## config.mk

```make
export PLATFORM = sky130hd
export DESIGN_NAME = elevator_car_controller
export DESIGN_NICKNAME = d
export VERILOG_FILES = /design/src/rtl/elevator_car_controller.sv
export SDC_FILE = /design/constraint.sdc
export NUM_CORES = 1
export LEC_CHECK = 0
export ABC_CLOCK_PERIOD_IN_PS = 5250
export BUFFER_PORTS_ARGS = -buffer_cell sky130_fd_sc_hd__buf_2
export CAP_MARGIN = 20
export CELL_PAD_IN_SITES_DETAIL_PLACEMENT = 1
export CELL_PAD_IN_SITES_GLOBAL_PLACEMENT = 1
export CORE_MARGIN = 8
export CORE_UTILIZATION = 45
export DETAILED_ROUTE_END_ITERATION = 7
export MAX_ROUTING_LAYER = met4
export PLACE_DENSITY_LB_ADDON = 0.1
export REMOVE_ABC_BUFFERS = 1
export SYNTH_ARGS = -nofsm -noshare
export SYNTH_HDL_FRONTEND = slang
export SYNTH_SLANG_ARGS = --single-unit
```

## constraint.sdc

```tcl
create_clock -name clk -period 5.25 [get_ports clk]
set_input_delay 0.2625 -clock clk [delete_from_list [all_inputs] [get_ports clk]]
set_output_delay 0.2625 -clock clk [all_outputs]
set_load 0.03 [all_outputs]
```

## src/rtl/elevator_car_controller.sv

```systemverilog
// Elevator car controller: accepts one floor request at a time while idle,
// travels one floor per TRAVEL_CYCLES clocks, then holds the door open for
// DOOR_CYCLES clocks before accepting the next request.
module elevator_car_controller #(
    parameter logic [3:0]  BOTTOM        = 4'd1,
    parameter logic [3:0]  TOP           = 4'd10,
    parameter int unsigned TRAVEL_CYCLES = 4,
    parameter int unsigned DOOR_CYCLES   = 3
) (
    input  logic       clk,
    input  logic       reset,
    input  logic [3:0] target,
    input  logic       target_valid,
    output logic       target_ready,
    output logic [3:0] location,
    output logic       moving,
    output logic       dir_up,
    output logic       door_open,
    output logic       arrived,
    output logic       err
);

    // Timers count down to zero, so they load with the cycle count minus one.
    localparam logic [3:0] TRAVEL_RELOAD = 4'(TRAVEL_CYCLES - 1);
    localparam logic [3:0] DOOR_RELOAD   = 4'(DOOR_CYCLES - 1);

    typedef enum logic [1:0] {
        IDLE   = 2'd0,
        MOVING = 2'd1,
        DOOR   = 2'd2
    } state_t;

    state_t     state;
    logic [3:0] goal;
    logic [3:0] travel_timer;
    logic [3:0] door_timer;

    logic       accept;
    logic       in_range;
    logic [3:0] next_floor;

    // Handshake and request classification for the idle state.
    assign accept   = target_valid & target_ready;
    assign in_range = (target >= BOTTOM) && (target <= TOP);

    // Floor reached by the next step; goal is always in range, so the car
    // stops before this could wrap or leave [BOTTOM, TOP].
    assign next_floor = dir_up ? (location + 4'd1) : (location - 4'd1);

    // Car FSM with all outputs registered.
    always_ff @(posedge clk) begin
        if (reset) begin
            state        <= IDLE;
            goal         <= BOTTOM;
            travel_timer <= 4'd0;
            door_timer   <= 4'd0;
            location     <= BOTTOM;
            target_ready <= 1'b1;
            moving       <= 1'b0;
            dir_up       <= 1'b0;
            door_open    <= 1'b0;
            arrived      <= 1'b0;
            err          <= 1'b0;
        end else begin
            arrived <= 1'b0;
            err     <= 1'b0;
            case (state)
                IDLE: begin
                    if (accept) begin
                        if (!in_range) begin
                            err <= 1'b1;
                        end else if (target == location) begin
                            goal         <= target;
                            state        <= DOOR;
                            target_ready <= 1'b0;
                            door_open    <= 1'b1;
                            door_timer   <= DOOR_RELOAD;
                            arrived      <= 1'b1;
                        end else begin
                            goal         <= target;
                            state        <= MOVING;
                            target_ready <= 1'b0;
                            moving       <= 1'b1;
                            dir_up       <= (target > location);
                            travel_timer <= TRAVEL_RELOAD;
                        end
                    end
                end

                MOVING: begin
                    if (travel_timer == 4'd0) begin
                        location     <= next_floor;
                        travel_timer <= TRAVEL_RELOAD;
                        if (next_floor == goal) begin
                            state      <= DOOR;
                            moving     <= 1'b0;
                            dir_up     <= 1'b0;
                            door_open  <= 1'b1;
                            door_timer <= DOOR_RELOAD;
                            arrived    <= 1'b1;
                        end
                    end else begin
                        travel_timer <= travel_timer - 4'd1;
                    end
                end

                DOOR: begin
                    if (door_timer == 4'd0) begin
                        state        <= IDLE;
                        door_open    <= 1'b0;
                        target_ready <= 1'b1;
                    end else begin
                        door_timer <= door_timer - 4'd1;
                    end
                end

                default: begin
                    state        <= IDLE;
                    target_ready <= 1'b1;
                    moving       <= 1'b0;
                    dir_up       <= 1'b0;
                    door_open    <= 1'b0;
                end
            endcase
        end
    end

endmodule

```

==> results.tsv <==
stage	metric	value	unit
floorplanning	initial_core_util	47.68	%
worst_setup_path	end_kind	flip-flop	
drt	routed_wl	3540	um
global_routing	gr-usage-all-layers	15.05	%
cts	clockBufferDepth	2	
cells_and_area	syn_to_final_growth	10.40	%
drt	dr.pass1.iters	4	
timing	slew_headroom	58.11	%
global_routing	grt_pass1_vias	1319	
timing	tightest_slew	623.1	ps
logic_synthesis	syn_avg_cell_area	8.841	um^2
cts	cts_tree	built	
floorplanning	coreArea	3078	um^2
outcome	outcome	complete, no violations	
timing	fmaxAchievable	446.7	MHz
timing	min_period	2239	ps
global_routing	grt_start_max_net_pins	27	
power	leakage	0.6118	nW
placed_design	io_buffers	16	
floorplanning	rows	20	
drt	drt_iter0_drc	49	
worst_setup_path	crit-reg2reg-launch	location[0]$_SDFFE_PP1P_	
cells_and_area	nets	199	
placed_design	gp_congestion	0.7892	
min_path	hp-start	target[1]	
logic_synthesis	seq_area_frac_synth	32.74	%
timing	drv_slew	0	
timing	rsz0062_at_grt	false	
timing	fin_crit_sh	42.64	%
power	powerDensity	453.4	nW/um^2
logic_synthesis	synth_common_cells	24 x dfxtp_1, 17 x nand2_1, 16 x a21oi_1, 12 x nor2_1, 11 x inv_1	
logic_synthesis	ys_top_cells_by_area	dfxtp_1 33%, ha_1 7.7%, a21oi_1 5.5%	
placed_design	dpl.hpwl	2764	um
timing	setup_slack	3011	ps
worst_setup_path	start_kind	flip-flop	
global_routing	grt_overflow	0	
min_path	worstHoldPathCells	3	
drt	wl_per_cell	15.73	um
logic_synthesis	synth-edff-count	0	
cts	postCtsSetupBuffers	0	
logic_synthesis	synth-async-reset-ratio	0	%
drt	ant_nets	0	
cells_and_area	drive_gt1_share	18.23	%
cts	h-tree-depth	1	
worst_setup_path	r2r_end	arrived$_SDFF_PP0_	
worst_setup_path	cp.required	5490	ps
cts	postCtsHoldBufs	0	
timing	fin_setup_tns	0	ps
timing	skew	8.345	ps
min_path	hold_path_class	in2reg	
flow_run	cap_violations	0	
logic_synthesis	yosysTopAreaCell	dfxtp_1	
worst_setup_path	reg2reg_slack	3010	ps
timing	setup_viol	0	
logic_synthesis	ys.flop_type	dfxtp_1	
drt	drc_errors	0	
cts	numCtsBuffers	3	
worst_setup_path	crit_fanout	6	
floorplanning	pin_count	17	
global_routing	grt_pass1_wl	6189	um
power	vdd_ir_drop_max	0.2163	mV
global_routing	antenna_found_initial	0	
logic_synthesis	yosysUniqueCellTypes	49	
cells_and_area	num_antenna_cells	0	
timing	finalHoldViolations	0	
cts	cts.sinks	24	
worst_setup_path	r2r_cells	7	
cts	cts_root_buf	clkbuf_4	
logic_synthesis	yosys.area.top_type_share	32.74	%
logic_synthesis	syn_area	1468	um^2
cts	worstSkewPairLatency	330	ps
logic_synthesis	syn-instance-count	166	
logic_synthesis	yosys_warnings	0	
timing	hold-worst-slack	197.0	ps
worst_setup_path	worstSetupPathType	reg2reg	
cts	cts_resized	0	
floorplanning	die_w	73.11	um
drt	drt-vias-per-instance	5.440	
floorplanning	die_h	73.11	um
placed_design	place_worst_setup_slack	3033	ps
floorplanning	dieArea	5345	um^2
logic_synthesis	synth-seq-cells	24	
drt	vias	1224	
worst_setup_path	arrival	2480	ps
cts	clkTransAtPathRegs	140	ps
logic_synthesis	synth_most_common_cell	dfxtp_1	
min_path	min_to	goal[1]$_SDFFE_PP0P_	
==> worst max-delay path: stages (launching register included) <==
cell and delay (ps):
dfxtp_1 440, inv_1 120, fa_1 450, xor2_1 250
xor2_1 290, o211ai_4 160, mux2_2 300, nor4_2 140
==> cell type report <==
cell class                 count  area, um^2
clock buffer                   4       36.28
inverter                      11       41.29
fill                         396        1458
multi-input combinational    126       927.1
tap                           44       55.05
timing repair buffer          16       80.08
sequential                    24       480.5
==> state kept, by name, indices dropped and copies added (netlist names) <==
| name | count |
|---|---|
| door_open | 1 |
| err | 1 |
| state | 2 |
| target_ready | 1 |
| goal | 4 |
| location | 4 |
| door_timer | 4 |
| dir_up | 1 |
| moving | 1 |
| travel_timer | 4 |
| arrived | 1 |
==> stage by stage <==
step,power [W],area (um^2),cells,utilization [%]
6_report,0.0007347,1620,225,52.64
5_1_grt,0.0007967,1620,225,52.64
4_1_cts,0.0007426,1620,225,52.64
3_5_place_dp,0.0006386,1584,221,51.46
3_3_place_gp,0.0006225,1584,221,51.46
2_1_floorplan,0.0005451,1449,161,-
==> worst max-delay path by stage <==
stage / from / end / depth (start not counted)
after floorplan: location[0]$_SDFFE_PP1P_ / arrived$_SDFF_PP0_ / 7
after global placement: location[0]$_SDFFE_PP1P_ / arrived$_SDFF_PP0_ / 7
after detailed placement: location[0]$_SDFFE_PP1P_ / arrived$_SDFF_PP0_ / 7
after CTS: location[0]$_SDFFE_PP1P_ / arrived$_SDFF_PP0_ / 7
after global routing: location[0]$_SDFFE_PP1P_ / arrived$_SDFF_PP0_ / 7
final: location[0]$_SDFFE_PP1P_ / arrived$_SDFF_PP0_ / 7
==> logic make-up (layout without fill, tap and decap cells) <==
family / count (synthesis) / after routing / share of synthesized area (%)
AND/OR/NAND/NOR: 63 / 63 / 23.19
AO/OA/AOI/OAI: 43 / 43 / 23.62
flip-flops: 24 / 24 / 32.74
buffers and inverters: 16 / 31 / 4.092
adder cells (fa/ha/maj): 10 / 10 / 9.037
XOR/XNOR: 7 / 7 / 5.200
multiplexers: 3 / 3 / 2.131
==> layer usage <==
layer  track usage [%]  share of wire [%]  vias to the layer above
li1                  -                  -                      625
met1             17.56                 46                      578
met2             25.52                 50                       16
met3             2.198                2.2                        5
met4             5.333                1.4                        0
met5                 -                  0                        -
==> cell usage in the layout (no fill, tap or decap), drive strengths merged, types with 3 or more instances in the layout <==
master / n
dfxtp: 24
nand2: 17
a21oi: 17
buf: 16
nor2: 12
inv: 11
ha: 9
nand2b: 7
o21ai: 7
nor2b: 5
xnor2: 4
or3: 4
clkbuf: 4
nor3: 3
o21a: 3
==> where the power goes <==
part / switching [W] / total, W / internal (W)
clock network: 0.0000597 / 0.000102 / 0.0000425
registers: 0.0000404 / 0.000256 / 0.000216
logic: 0.000226 / 0.000376 / 0.000150
total: 0.000326 / 0.000735 / 0.000408
(Power assumes the default switching activity.)
